===== config.mk =====
export PLATFORM = sky130hd
export DESIGN_NAME = dmem_arbiter
export DESIGN_NICKNAME = d
export VERILOG_FILES = /design/src/rtl/dmem_arbiter.sv
export SDC_FILE = /design/constraint.sdc
export NUM_CORES = 1
export LEC_CHECK = 0
export BUFFER_PORTS_ARGS = -buffer_cell sky130_fd_sc_hd__buf_4
export CAP_MARGIN = 0
export CORE_AREA = 8 8 85 87
export CTS_CLUSTER_DIAMETER = 200
export DETAILED_ROUTE_END_ITERATION = 12
export DIE_AREA = 0 0 93 95
export PLACE_DENSITY = 0.76
export REMOVE_ABC_BUFFERS = 1
export SLEW_MARGIN = 0
export SYNTH_ARGS = -nofsm -noshare
export SYNTH_HDL_FRONTEND = slang
export SYNTH_SLANG_ARGS = --single-unit

===== constraint.sdc =====
create_clock -name clk -period 1.95 [get_ports clk]
set_input_delay 0.2925 -clock clk [delete_from_list [all_inputs] [get_ports clk]]
set_output_delay 0.2925 -clock clk [all_outputs]
set_load 0.02 [all_outputs]

===== src/rtl/dmem_arbiter.sv =====
// Two-requester arbiter for the data-memory port: core MEM stage (priority) and a
// debug/loader port, with a starvation counter that eventually hands debug a turn.
module dmem_arbiter #(
    parameter int DATA_W     = 32,
    parameter int DM_ADDRESS = 9,
    parameter int MAX_WAIT   = 4
) (
    input  logic                  clk,
    input  logic                  reset,
    input  logic                  core_rd,
    input  logic                  core_wr,
    input  logic [DM_ADDRESS-1:0] core_addr,
    input  logic [DATA_W-1:0]     core_wdata,
    input  logic [2:0]            core_func3,
    output logic                  core_stall,
    output logic                  core_rvalid,
    output logic [DATA_W-1:0]     core_rdata,
    input  logic                  dbg_req,
    input  logic                  dbg_we,
    input  logic [DM_ADDRESS-1:0] dbg_addr,
    input  logic [DATA_W-1:0]     dbg_wdata,
    output logic                  dbg_gnt,
    output logic                  dbg_rvalid,
    output logic [DATA_W-1:0]     dbg_rdata,
    output logic                  mem_rd,
    output logic                  mem_wr,
    output logic [DM_ADDRESS-1:0] mem_addr,
    output logic [DATA_W-1:0]     mem_wdata,
    output logic [2:0]            mem_func3,
    input  logic [DATA_W-1:0]     mem_rdata
);
    localparam int               CNT_W    = $clog2(MAX_WAIT + 1);
    localparam logic [CNT_W-1:0] CNT_MAX  = CNT_W'(MAX_WAIT);
    localparam logic [0:0]       CORE_PRI = 1'b0;
    localparam logic [0:0]       DBG_PRI  = 1'b1;
    localparam logic [2:0]       F3_WORD  = 3'b010;

    logic [0:0]       pri_q, pri_d;
    logic [CNT_W-1:0] starve_cnt_q, starve_cnt_d;
    logic             rd_pend_q, rd_pend_d;
    logic             rd_owner_q, rd_owner_d;
    logic             core_act, core_load, core_gnt, dbg_deny;

    always_comb begin
        core_act  = core_rd | core_wr;
        // rd+wr together is a store; only a pure read returns data
        core_load = core_rd & ~core_wr;
        // grants are forced off while reset is held so nothing reaches memory
        core_gnt  = reset & core_act & (~dbg_req | (pri_q == CORE_PRI));
        dbg_gnt   = reset & dbg_req & ~core_gnt;
        dbg_deny  = dbg_req & ~dbg_gnt;
        core_stall = reset & core_act & ~core_gnt;

        mem_rd    = 1'b0;
        mem_wr    = 1'b0;
        mem_addr  = core_addr;
        mem_wdata = core_wdata;
        mem_func3 = core_func3;
        if (dbg_gnt) begin
            mem_rd    = ~dbg_we;
            mem_wr    = dbg_we;
            mem_addr  = dbg_addr;
            mem_wdata = dbg_wdata;
            mem_func3 = F3_WORD;
        end else if (core_gnt) begin
            mem_rd = core_load;
            mem_wr = core_wr;
        end

        starve_cnt_d = starve_cnt_q;
        if (dbg_gnt)
            starve_cnt_d = '0;
        else if (dbg_deny && starve_cnt_q != CNT_MAX)
            starve_cnt_d = starve_cnt_q + CNT_W'(1);

        // debug keeps its turn until it actually gets a grant
        pri_d = pri_q;
        if (pri_q == CORE_PRI) begin
            if (dbg_deny && starve_cnt_d == CNT_MAX)
                pri_d = DBG_PRI;
        end else if (dbg_gnt) begin
            pri_d = CORE_PRI;
        end

        rd_pend_d  = (core_gnt & core_load) | (dbg_gnt & ~dbg_we);
        rd_owner_d = dbg_gnt;
    end

    always_ff @(posedge clk or negedge reset) begin
        if (!reset) begin
            pri_q        <= CORE_PRI;
            starve_cnt_q <= '0;
            rd_pend_q    <= 1'b0;
            rd_owner_q   <= 1'b0;
        end else begin
            pri_q        <= pri_d;
            starve_cnt_q <= starve_cnt_d;
            rd_pend_q    <= rd_pend_d;
            rd_owner_q   <= rd_owner_d;
        end
    end

    assign core_rvalid = rd_pend_q & ~rd_owner_q;
    assign dbg_rvalid  = rd_pend_q & rd_owner_q;
    assign core_rdata  = mem_rdata;
    assign dbg_rdata   = mem_rdata;

endmodule

==> results of run 1 <==
cell type report:
cell class / instances / area [µm²]
timing repair buffer: 147 / 1130
inverter: 3 / 18.8
sequential: 6 / 150
fill: 582 / 3500
clock buffer: 3 / 41.3
multi-input combinational: 75 / 876
tap: 75 / 93.8
timing repair:
action | CTS | global route
resized for setup | 0 | 0
endpoints found under the hold margin | 6 | 0
hold buffers | 1 | 0
setup endpoints to repair | 21 | 0
buffers inserted | 1 | 0
sequential cells by signal (all words and copies together), names as in the netlist:
| signal | count |
|---|---|
| starve_cnt_q | 3 |
| pri_q | 1 |
| rd_pend_q | 1 |
| rd_owner_q | 1 |
power by group:
| part | internal [mW] | total (mW) | switching, mW |
|---|---|---|---|
| clock | 0.133 | 0.194 | 0.0605 |
| combinational | 0.556 | 0.988 | 0.432 |
| sequential | 0.171 | 0.211 | 0.0407 |
| total | 0.860 | 1.39 | 0.533 |
routing by layer:
layer  GRT usage  up-vias  wire length [µm]
met5      0.0444        -                 0
met4      0.0322        0                55
met3       0.156        4              1610
met2       0.205      155              2880
met1       0.162      658              2790
li1            -      616                 -
through the flow:
stage                     std cells   util  hold slack [ns]  setup WS, ns
after floorplan                  84      -         -0.00309         0.300
after global placement          304  0.387            0.209         0.193
after detailed placement        304  0.387            0.209         0.165
after CTS                       309  0.397            0.394        0.0738
after global routing            309  0.397            0.419        0.0296
final                           309  0.397            0.392        0.0727
cells by family after synthesis:
logic type | share of synthesized area
buffers and inverters | 0.363
AOI/OAI and AO/OA | 0.0543
muxes | 0.386
and+or+nand+nor | 0.0823
DFF | 0.0932
adders and majority gates | 0.0155
xor gates and xnor gates | 0.00544
worst paths after layout:
path | startpoint | endpoint | slack (ns) | cells after the start
worst max-delay path | pri_q$_DFF_PN0_ | mem_wdata[17] | 0.07 | 6
worst min-delay path | dbg_req | pri_q$_DFF_PN0_ | 0.39 | 2
worst max register to register | starve_cnt_q[0]$_DFF_PN0_ | pri_q$_DFF_PN0_ | 0.51 | 5
worst min register to register | starve_cnt_q[1]$_DFF_PN0_ | starve_cnt_q[1]$_DFF_PN0_ | 0.60 | 2
max in group asynchronous | reset | starve_cnt_q[0]$_DFF_PN0_ | 1.30 | 3
min in group asynchronous | reset | rd_owner_q$_DFF_PN0_ | 0.52 | 3
cells in the final DEF (no fill, tap or decap), types with 2 or more instances in the layout:
cell,count
a21boi_0,2
and2_1,3
buf_12,2
buf_4,144
clkbuf_8,3
dfrtp_1,6
ha_1,2
inv_1,2
mux2_1,4
mux2_4,37
nand2_1,3
nand2b_1,3
nand3b_1,2
nor2_1,3
nor2b_1,3
==> qor.log, run 1 <==
qor: drt.drt-initial-drc-count 33
qor: synthesis.synth_sequential_area_ratio 0.0932
qor: synthesis.asyncSetResetFlopFracSynth 1.00
qor: clocking.clkSlewWorstSetupHoldPaths 0.04 ns
qor: synthesis.synth-edff-count 0
qor: synthesis.yosys_register_bits 6
qor: setup_path.max_stage_delay 0.37 ns
qor: sta.hold_violations 0
qor: drt.drt.antenna.violating_nets 0
qor: setup_path.critPathCaptureType output pin
qor: placement.gpl.final_weighted_congestion 0.816
qor: sta.final_layout_setup_total_negative_slack 0 ns
qor: global_routing.first_pass_grt_wire_length 10200 µm
qor: min_path.type_of_the_tightest_min_delay_check in2reg
qor: synthesis.top_count_cell_post_synth buf_4
qor: job.maxCapViolCount 0
qor: synthesis.most_used_flip_flop_cell_after_synthesis dfrtp_1
qor: final_layout.layout-area-overhead-vs-synth 43.4%
qor: clocking.root_buffer clkbuf_8
qor: drt.total_via_count_after_detailed_routing 1433
qor: die.die_height 95 µm
qor: sta.setup_viol 0
qor: setup_path.critical_path.startpoint_type register
qor: run_status.outcome finished, final reports clean
qor: placement.dpl-instance-area 0.00225 mm²
qor: power.vdd_ir_drop_max 248 µV
qor: synthesis.syn_area_per_cell 10.5 µm²
qor: synthesis.post_synth_instance_area 0.00161 mm²
qor: sta.finalWorstPathRequiredPeriod 1.88 ns
qor: clocking.cts.sinks 6
qor: placement.i_o_buffers 140
qor: power.p_leak 1.22 nW
qor: sta.max-slew-margin-rel 0.826
qor: setup_path.cp_num_buf_inv 3
qor: die.ioPinCount 237
qor: setup_path.crit_required 1.66 ns
qor: clocking.maximum_clock_insertion_buffer_count 2
qor: sta.tightest_slew 0.261 ns
qor: die.core 0.00582 mm²
qor: global_routing.first_global_vias 1660
qor: setup_path.path_delay_family flip-flops
qor: synthesis.synth_warnings 0
qor: drt.drc_errors 0
qor: placement.post-dp-hpwl 6510 µm
qor: global_routing.global_router_s_overall_resource_usage 0.154
qor: final_layout.finalInstanceArea 0.00231 mm²
qor: synthesis.yosys.area.top_type mux2_4
qor: drt.dr.pass1.iters 4
qor: setup_path.cp_class reg2out
qor: sta.finalMaxSlewViolations 0
qor: die.chipWidth 93 µm
qor: drt.routed_wirelength 7330 µm
qor: setup_path.standard_cell_with_the_maximum_stage_delay_on_the_critical_path dfrtp_1
qor: synthesis.synth_top_cell_area_share 0.345
qor: synthesis.netlist_instances 153
qor: sta.rsz0062_at_grt no
qor: global_routing.grt_max_degree 21
qor: clocking.h-tree-depth 1
qor: die.rows 28
qor: setup_path.critical_path.cell_chain o21bai_4, nand2_8, inv_8, buf_12, mux2_4, buf_4
qor: die.floorplan.die_area 0.00884 mm²
qor: clocking.cts-buffers-inserted 3
qor: final_layout.final_layout_size_suffix_gt1_frac 0.821
qor: final_layout.finalNetCount 361
qor: final_layout.antennaDiodeCount 0
qor: setup_path.highest_net_fanout_along_the_worst_path 20
qor: die.initial_cell_density_of_the_core 0.277
qor: sta.clock_skew 0.00135 ns
qor: synthesis.synth_common_cells buf_4, mux2_4, dfrtp_1
qor: synthesis.ys_types 30
qor: synthesis.ys_top_cells_by_area mux2_4, buf_4, dfrtp_1, buf_12, mux2_1
qor: clocking.clkLatencyLatePin 0.23 ns
qor: sta.layout_worst_path_cycle_share 0.963
qor: setup_path.worstPathArrival 1.58 ns
qor: power.power 1.39 mW
qor: global_routing.antenna_violations_before_repair 0
qor: drt.vias_per_cell 4.64
qor: sta.max_freq 533 MHz
qor: global_routing.remaining_global_route_overflow 0
qor: clocking.cts_tree done
qor: power.cellPowerDensity 603 mW/mm²
qor: drt.avgRoutedWirePerCell 23.7 µm
Power figures use the tool's default switching activity.
==> inputs of run 2 (changes only) <==
--- a/config.mk
+++ b/config.mk
@@ -11,6 +11,7 @@
 export CTS_CLUSTER_DIAMETER = 200
 export DETAILED_ROUTE_END_ITERATION = 12
 export DIE_AREA = 0 0 93 95
+export MAX_ROUTING_LAYER = met4
 export PLACE_DENSITY = 0.76
 export REMOVE_ABC_BUFFERS = 1
 export SLEW_MARGIN = 0
==> qor.log, run 2 (same netlist as run 1, synthesis figures left out) <==
qor: run_status.outcome finished, final reports clean
qor: job.maxCapViolCount 0 [unchanged]
qor: setup_path.standard_cell_with_the_maximum_stage_delay_on_the_critical_path dfrtp_1
qor: min_path.holdCritStartpoint dbg_req
qor: drt.drt-initial-drc-count 21 [-36%]
qor: placement.i_o_buffers 140 [unchanged]
qor: sta.clock_skew 0.00135 ns [unchanged]
qor: clocking.root_buffer clkbuf_8
qor: drt.total_via_count_after_detailed_routing 1426 [-0.49%]
qor: power.cellPowerDensity 603 mW/mm² [about the same]
qor: placement.gpl.final_weighted_congestion 0.828 [+1.5%]
qor: final_layout.layout_commonest_cell buf_4
qor: clocking.cts.sinks 6 [unchanged]
qor: die.chipWidth 93 µm [unchanged]
qor: global_routing.gr-usage-met1 0.169 [+0.00640]
qor: setup_path.critical_path.startpoint_type register
qor: final_layout.final_layout_size_suffix_gt1_frac 0.821 [unchanged]
qor: setup_path.r2r_cells 5 [unchanged]
qor: drt.dr.pass1.iters 4 [unchanged]
qor: power.vdd_ir_drop_max 248 µV [-0.13%]
qor: setup_path.crit_required 1.66 ns [about the same]
qor: setup_path.critPathCaptureType output pin
qor: setup_path.max_stage_delay 0.37 ns [about the same]
qor: drt.vias_per_cell 4.61 [-0.49%]
qor: global_routing.gr-usage-met3 0.152 [-0.00476]
qor: setup_path.crit_start pri_q$_DFF_PN0_
qor: global_routing.grt-busiest-layer met2
qor: clocking.resized_after_cts 0 [unchanged]
qor: final_layout.antennaDiodeCount 0 [unchanged]
qor: die.ioPinCount 237 [unchanged]
qor: sta.max_freq 533 MHz [about the same]
qor: setup_path.regToRegStartpoint starve_cnt_q[0]$_DFF_PN0_
qor: final_layout.top_register starve_cnt_q
qor: global_routing.antenna_violations_before_repair 0 [unchanged]
qor: setup_path.cp_class reg2out
qor: setup_path.worst-path-stages 6 [unchanged]
qor: placement.post-dp-hpwl 6510 µm [unchanged]
qor: clocking.cts-buffers-inserted 3 [unchanged]
qor: setup_path.critical_path.cell_chain o21bai_4, nand2_8, inv_8, buf_12, mux2_4, buf_4
qor: clocking.cts_tree done
qor: sta.fin_hold_ws 0.392 ns [unchanged]
qor: final_layout.mostFrequentLayoutCells buf_4, mux2_4, dfrtp_1, mux2_1
qor: die.initial_cell_density_of_the_core 0.277 [unchanged]
qor: global_routing.global_router_s_overall_resource_usage 0.158 [+0.00470]
qor: global_routing.remaining_global_route_overflow 0 [unchanged]
qor: power.p_leak 1.22 nW [unchanged]
qor: sta.finalMaxSlewViolations 0 [unchanged]
qor: setup_path.worstPathArrival 1.58 ns [about the same]
qor: die.core 0.00582 mm² [unchanged]
qor: sta.layout_worst_path_cycle_share 0.963 [about the same]
qor: sta.rsz0062_at_grt no
qor: die.floorplan.die_area 0.00884 mm² [unchanged]
qor: final_layout.finalNetCount 361 [unchanged]
qor: sta.tightest_slew 0.261 ns [unchanged]
qor: final_layout.layout-area-overhead-vs-synth 43.4% [unchanged]
qor: final_layout.largest_register_ff_count 3 [unchanged]
qor: sta.hold_violations 0 [unchanged]
qor: clocking.clkLatencyLatePin 0.23 ns [about the same]
qor: sta.finalWorstPathRequiredPeriod 1.88 ns [+0.00000130 ns]
qor: setup_path.critical_path.endpoint mem_wdata[17]
qor: die.die_height 95 µm [unchanged]
qor: sta.setup_viol 0 [unchanged]
qor: drt.drc_errors 0 [unchanged]
qor: clocking.clkSlewWorstSetupHoldPaths 0.04 ns [about the same]
qor: setup_path.setup.reg_to_reg.worst_slack 0.51 ns [about the same]
qor: sta.max-slew-margin-rel 0.826 [unchanged]
qor: setup_path.highest_net_fanout_along_the_worst_path 20 [unchanged]
qor: global_routing.grt_max_degree 21 [unchanged]
qor: clocking.h-tree-depth 1 [unchanged]
qor: setup_path.r2r-end pri_q$_DFF_PN0_
qor: min_path.type_of_the_tightest_min_delay_check in2reg
qor: global_routing.first_pass_grt_wire_length 10100 µm [-0.75%]
qor: global_routing.first_global_vias 1661 [+0.060%]
qor: sta.final_layout_setup_total_negative_slack 0 ns [unchanged]
qor: drt.avgRoutedWirePerCell 23.7 µm [about the same]
qor: drt.drt.antenna.violating_nets 0 [unchanged]
qor: setup_path.cp_num_buf_inv 3 [unchanged]
qor: drt.routed_wirelength 7330 µm [about the same]
qor: clocking.maximum_clock_insertion_buffer_count 2 [unchanged]
qor: setup_path.path_delay_family flip-flops
qor: global_routing.grt_use_met2 0.205 [unchanged]
qor: min_path.hold_path_depth 2 [unchanged]
qor: die.rows 28 [unchanged]
## run 2: cell counts in the layout (fill, tap and decap cells not counted)
No cell type changed its count.
## run 2: final cells by class
class	count	area, µm²
fillers	582	3500
well taps	75	93.8
flip-flops and latches	6	150
multi-input cells	75	876
clock buffers	3	41.3
repair buffers	147	1130
inverters	3	18.8
## run 2: stage by stage
stage	instance area, µm²	setup slack, ns	total power, mW	cells	util
floorplan	1040	0.300	0.781	84	-
detailed placement	2250	0.165	1.20	304	0.387
global placement	2250	0.193	1.17	304	0.387
finish	2310	0.0727	1.39	309	0.397
CTS	2310	0.0738	1.41	309	0.397
global route	2310	0.0295	1.48	309	0.397
## run 2: repair_timing
action                                  in CTS  in global routing
hold endpoints to repair                     6                  0
endpoints found under the setup margin      21                  0
hold buffers                                 1                  0
buffers inserted                             1                  0
## run 2: layer usage
layer  wire [µm]  vias up
met4          55        0
li1            -      615
met5           0        -
met3        1560        4
met1        2830      652
met2        2890      155
## run 2: power by group
part / total (mW) / internal, mW / switching, mW / leakage, nW
clock network: 0.194 / 0.133 / 0.0605 / 0.0216
registers: 0.211 / 0.171 / 0.0407 / 0.0763
logic: 0.987 / 0.556 / 0.432 / 1.13
total: 1.39 / 0.860 / 0.533 / 1.22
## run 2: how the worst min path moves through the flow
stage	to	slack, ns
floorplan	pri_q$_DFF_PN0_	-0.003
global placement	rd_pend_q$_DFF_PN0_	0.21
detailed placement	rd_pend_q$_DFF_PN0_	0.21
CTS	rd_pend_q$_DFF_PN0_	0.39
global route	rd_pend_q$_DFF_PN0_	0.42
finish	pri_q$_DFF_PN0_	0.39
